<file path="config.mk">
export PLATFORM = sky130hd
export DESIGN_NAME = genetico_ctrl
export DESIGN_NICKNAME = d
export VERILOG_FILES = /design/src/rtl/genetico_ctrl.sv
export SDC_FILE = /design/constraint.sdc
export NUM_CORES = 1
export LEC_CHECK = 0
export CAP_MARGIN = 20
export CORE_MARGIN = 2
export CORE_UTILIZATION = 49
export DETAILED_ROUTE_END_ITERATION = 7
export PLACE_DENSITY = 0.79
export SLEW_MARGIN = 0
export SYNTH_ARGS = -nofsm -noshare
export SYNTH_HDL_FRONTEND = slang
export SYNTH_SLANG_ARGS = --single-unit
</file>
<file path="constraint.sdc">
create_clock -name clk -period 2.9 [get_ports clk]
set_clock_uncertainty 0.15 [all_clocks]
set_input_delay 0.58 -clock clk [delete_from_list [all_inputs] [get_ports clk]]
set_output_delay 0.58 -clock clk [all_outputs]
set_load 0.03 [all_outputs]
</file>
<file path="src/rtl/genetico_ctrl.sv">
// rtl/genetico_ctrl.sv - serial chromosome loader and 256-vector fitness evaluator for a genetic array
// Optional macro GENETICO_SETTLE_EN: drive each vector for a settle cycle before its compare cycle.
module genetico_ctrl (
  input  logic         clk,
  input  logic         rst_n,
  input  logic         cfg_valid,
  input  logic         cfg_bit,
  output logic         cfg_ready,
  input  logic         start,
  output logic         busy,
  output logic         done,
  output logic         loaded,
  output logic [404:0] conf_les,
  output logic [23:0]  conf_outs,
  output logic [7:0]   chromIn,
  input  logic [3:0]   chromOut,
  output logic [7:0]   target_addr,
  input  logic [3:0]   target_data,
  output logic [10:0]  fitness
);

  typedef enum logic [1:0] {S_IDLE, S_EVAL, S_DONE} state_t;

  state_t       r_state;
  state_t       w_next;
  logic         r_live;
  logic [428:0] r_chrom;
  logic [8:0]   r_cnt;
  logic         r_loaded;
  logic [7:0]   r_idx;
  logic [10:0]  r_fit;
  logic         w_start_acc;
  logic         w_bit_acc;
  logic         w_cmp;
  logic         w_last;
  logic [3:0]   w_eq;
  logic [2:0]   w_pop;

`ifdef GENETICO_SETTLE_EN
  logic         r_phase;
  assign w_cmp = (r_state == S_EVAL) && r_phase;
`else
  assign w_cmp = (r_state == S_EVAL);
`endif

  // A start accepted in the same cycle as a cfg bit wins, so the chromosome under test stays intact.
  assign w_start_acc = (r_state == S_IDLE) && start && r_loaded;
  assign cfg_ready   = r_live && (r_state == S_IDLE) && !w_start_acc;
  assign w_bit_acc   = cfg_valid && cfg_ready;
  assign w_last      = w_cmp && (r_idx == 8'd255);

  assign w_eq  = ~(chromOut ^ target_data);
  assign w_pop = {2'b00, w_eq[0]} + {2'b00, w_eq[1]} + {2'b00, w_eq[2]} + {2'b00, w_eq[3]};

  assign conf_les    = r_chrom[428:24];
  assign conf_outs   = r_chrom[23:0];
  assign loaded      = r_loaded;
  assign fitness     = r_fit;
  assign busy        = (r_state != S_IDLE);
  assign done        = (r_state == S_DONE);
  assign chromIn     = (r_state == S_EVAL) ? r_idx : 8'd0;
  assign target_addr = (r_state == S_EVAL) ? r_idx : 8'd0;

  always_comb begin
    w_next = r_state;
    case (r_state)
      S_IDLE:  if (w_start_acc) w_next = S_EVAL;
      S_EVAL:  if (w_last) w_next = S_DONE;
      S_DONE:  w_next = S_IDLE;
      default: w_next = S_IDLE;
    endcase
  end

  always_ff @(posedge clk or negedge rst_n) begin
    if (!rst_n) begin
      r_state <= S_IDLE;
      r_live  <= 1'b0;
    end else begin
      r_state <= w_next;
      r_live  <= 1'b1;
    end
  end

  always_ff @(posedge clk or negedge rst_n) begin
    if (!rst_n) begin
      r_chrom  <= '0;
      r_cnt    <= 9'd0;
      r_loaded <= 1'b0;
    end else if (w_bit_acc) begin
      r_chrom <= {r_chrom[427:0], cfg_bit};
      if (r_loaded) begin
        r_loaded <= 1'b0;
        r_cnt    <= 9'd1;
      end else if (r_cnt == 9'd428) begin
        r_loaded <= 1'b1;
        r_cnt    <= 9'd0;
      end else begin
        r_cnt <= r_cnt + 9'd1;
      end
    end
  end

  always_ff @(posedge clk or negedge rst_n) begin
    if (!rst_n) begin
      r_idx <= 8'd0;
      r_fit <= 11'd0;
    end else if (w_start_acc) begin
      r_idx <= 8'd0;
      r_fit <= 11'd0;
    end else if (w_cmp) begin
      r_idx <= r_idx + 8'd1;
      r_fit <= r_fit + {8'd0, w_pop};
    end
  end

`ifdef GENETICO_SETTLE_EN
  always_ff @(posedge clk or negedge rst_n) begin
    if (!rst_n) begin
      r_phase <= 1'b0;
    end else if (w_start_acc) begin
      r_phase <= 1'b0;
    end else if (r_state == S_EVAL) begin
      r_phase <= !r_phase;
    end
  end
`endif

endmodule

</file>
==> results.cfg, run 1 <==
[critical_path]
cp-start-kind = flop
worst-setup-path-type = flop to primary output
crit_chain = clkdlybuf4s50_1
max_stage_delay_ps = 760
cp_num_cells = 1
arrival_ps = 1930
reg2reg_slack_ps = 260
cp.buffers_inverters = 1
cp.required_ps = 2170
end_kind = primary output
cp_max_fo = 11
regToRegEndpoint = fitness[10]$_DFFE_PN0P_
worstSetupStartpoint = loaded$_DFFE_PN0P_
rr_worst_depth = 9
r2r_start = fitness[0]$_DFFE_PN0P_
critical_path.top_delay_family = buffers and inverters
slowest_stage = clkdlybuf4s50_1

[detailed_routing]
top_layer = met4
ant_nets = 0
met2_length_mm = 23.26
drtPass1Iterations = 5
dr_wl_met3_mm = 3.774
via_per_inst = 4.995
routed_wl_mm = 48.09
wl_per_cell_um = 16.26
vias = 14770
wl_met1_mm = 18.75
drc = 0
drt_iter0_drc = 902

[yosys]
synth_top_family_by_area = simple AND/OR/NAND/NOR gates
syn-mean-instance-area_sq_um = 8.888
syn-cell-area_sq_um = 17830
synth_fa_ha_area_share_pct = 0.6175
netlist-cell-type-count = 39
ys_warn_count = 0
netlist_instances = 2006
synth_compound_area_share_pct = 0.9404
synth_xor_area_share_pct = 0.9825
ys_ff_latch = 461
syn_nets = 2026
synth-seq-area-share_pct = 64.70
synth_mux_area_share_pct = 0.05614
synth-simple-area-share_pct = 29.65

[placed_design]
pre_cts_ws_ps = -589.1
portBuffers = 472
post-dp-hpwl_mm = 33.76
post_dp_cell_area_sq_um = 23160
place_inst = 2871
routabilityCongestion = 0.8465

[final_layout]
fillerInstances = 2623
area_growth_pct = 38.70
final_area_sq_um = 24730
final_layout_size_suffix_gt1_share_pct = 5.609
instances_no_fill = 2957
layout.nets = 2480
diodes = 0

[timing]
rsz0062_at_grt = no
fin_crit_ps = 2664
max_slew_margin_pct = 56.78
finalMaxSlewViolations = 0
finalSetupViolations = 0
tns_ps = 0
hold_viol = 0
period_share_pct = 91.88
clock.fmax_ghz = 0.3753
worst_slew_pin_slew_ps = 648.4
setup_ws_ps = 235.6

[pwr]
p_clk_share_pct = 44.9
power_density_nw_per_um2 = 536.6
pwr-share-seq_pct = 49.6
total_power_w = 0.01327
switching_share_pct = 22.92
comb_power_share_pct = 5.5
p_leak_nw = 13.06
irDropWorstVdd_mv = 0.4663
switching_power_w = 0.003042
internal_power_w = 0.01023

[min_path]
hold_path_depth = 2
hp-start = r_chrom[428]$_DFFE_PN0P_
holdPathEnd = r_chrom[428]$_DFFE_PN0P_
hold_path_class = flop to flop

[clock_tree]
clk_latency_ps = 570
post_cts_buffers = 0
clockBufferDepth = 3
clkSlewWorstSetupHoldPaths_ps = 60
cts_made_buffers = 47
cts_sinks = 461
h-tree-depth = 2
cts_tree = built
cts_root_buf = clkbuf_16

[global_route]
grt_pass1_vias = 14750
track_usage_pct = 25.55
antenna_found_initial = 0
grt_max_degree = 149
grt_overflow_total = 0
grt_first_pass_wirelength_mm = 78.18

[die]
die-height_um = 194.8
core_area_sq_um = 35740
dieArea_sq_um = 37930
initial_utilization_pct = 49.88
fp-row-count = 69
io_pins = 473
die_w_um = 194.8

[job]
drv_cap = 0

[outcome]
status = completed
[per-layer routing]
metal	track usage [%]	up-vias
met5	0	-
met4	12.47	0
met3	7.323	125
met2	42.80	481
met1	30.43	7180
li1	-	6983
[layout make-up]
type                    instances  area [sq um]  share of cell area (%)
clock buffers                  73          1446                   5.849
flip-flops and latches        461         11540                   46.65
clock inverters                12         85.08                  0.3440
well taps                     461         576.8                   2.332
multi-input cells            1427          5784                   23.39
inverters                       9         33.78                  0.1366
repair buffers                514          5268                   21.30
[registers in the layout (all words and copies together), names as in the netlist]
register	cells
r_chrom	429
fitness	11
r_cnt	9
r_idx	8
r_state	2
loaded	1
r_live	1
[per-stage QoR]
| step | util, % | hold WS (ps) |
|---|---|---|
| 6_report | 69.19 | 329.0 |
| 5_1_grt | 69.19 | 355.3 |
| 4_1_cts | 69.11 | 335.3 |
| 3_5_place_dp | 64.80 | 320.8 |
| 3_3_place_gp | 64.80 | 310.9 |
| 2_1_floorplan | - | 134.4 |
[worst max path at each step]
stage | endpoint | slack (ps)
final | loaded | 240
after global routing | fitness[10]$_DFFE_PN0P_ | 90
after CTS | fitness[10]$_DFFE_PN0P_ | 20
after detailed placement | fitness[10]$_DFFE_PN0P_ | -590
after global placement | fitness[10]$_DFFE_PN0P_ | -500
after floorplan | fitness[10]$_DFFE_PN0P_ | 140
[cells in the mapped netlist]
cell type | n | area, sq um
a211o_1 | 1 | 8.760
a211oi_4 | 1 | 20.02
a21o_1 | 1 | 7.510
a21oi_1 | 4 | 20.02
and2_1 | 12 | 75.07
and3_1 | 3 | 18.77
and4_1 | 1 | 8.760
buf_2 | 48 | 240.2
buf_4 | 8 | 60.06
buf_6 | 1 | 11.26
clkbuf_1 | 52 | 195.2
conb_1 | 1 | 3.750
dfrtp_1 | 461 | 11540
fa_1 | 3 | 60.06
ha_1 | 4 | 50.05
inv_1 | 9 | 33.78
mux2i_1 | 1 | 10.01
nand2_1 | 1306 | 4902
nand2b_1 | 1 | 6.260
nand3_1 | 6 | 30.03
nand3_2 | 1 | 10.01
nand3b_1 | 2 | 15.01
nand4_1 | 8 | 50.05
nand4b_1 | 1 | 8.760
nor2_1 | 18 | 67.56
nor2b_1 | 3 | 18.77
nor3_1 | 4 | 20.02
nor4_1 | 3 | 18.77
nor4bb_1 | 1 | 10.01
o2111ai_1 | 1 | 8.760
o211ai_1 | 3 | 22.52
o21a_1 | 1 | 7.510
o21ai_0 | 8 | 40.04
o21ba_2 | 1 | 10.01
o31ai_1 | 3 | 22.52
or3_1 | 3 | 18.77
or4_1 | 1 | 7.510
xnor2_1 | 7 | 61.31
xor2_1 | 13 | 113.9
[what timing repair did]
item                                    in CTS  in global routing
pin swaps                                    0                  7
endpoints found under the setup margin       2                  1
gates cloned                                 0                  0
hold buffers                                 1                  0
hold endpoints to repair                    56                  0
gates resized for setup                      2                  9
[cells by family after synthesis]
logic type / after synthesis
flops: 461
xor+xnor: 20
fa+ha+maj: 7
compound gates: 24
buf+inv: 118
mux: 1
other cells: 1
simple gates: 1374
[cell usage in the layout, fill, tap and decap left out, types with 2 or more instances in the layout]
cell type	synthesis	layout
dlygate4sd2_1	0	2
buf_4	8	36
buf_12	0	20
o31ai_1	3	3
and3_1	3	2
nand3b_1	2	2
ha_1	4	4
fa_2	0	2
nor2_1	18	18
clkbuf_16	0	49
xnor2_1	7	7
a21oi_1	4	4
nor4_1	3	2
clkbuf_8	0	13
clkdlybuf4s50_1	0	450
dfrtp_1	461	461
xor2_1	13	12
o21ai_0	8	8
nand4_1	8	8
nor3_1	4	4
dlymetal6s2s_1	0	4
clkbuf_1	52	11
inv_1	9	8
o211ai_1	3	3
clkinv_2	0	11
nand3_1	6	6
nor2b_1	3	3
and2_1	12	12
or3_1	3	3
nand2_1	1306	1306
[power groups by stage]
stage	clock network [W]	registers (W)	logic, W
3_5_place_dp	0	0.00670	0.000739
6_report	0.00596	0.00658	0.000730
4_1_cts	0.00609	0.00658	0.000741
3_3_place_gp	0	0.00669	0.000723
2_1_floorplan	0	0.00677	0.000272
5_1_grt	0.00634	0.00659	0.000813
Power figures use the tool's default switching activity.
==> run 2: changes to the inputs <==
Settings changed: SLEW_MARGIN 0 to not set.
==> results of run 2 <==
Same layout as run 1: the final DEF is identical, and so are final timing and power.
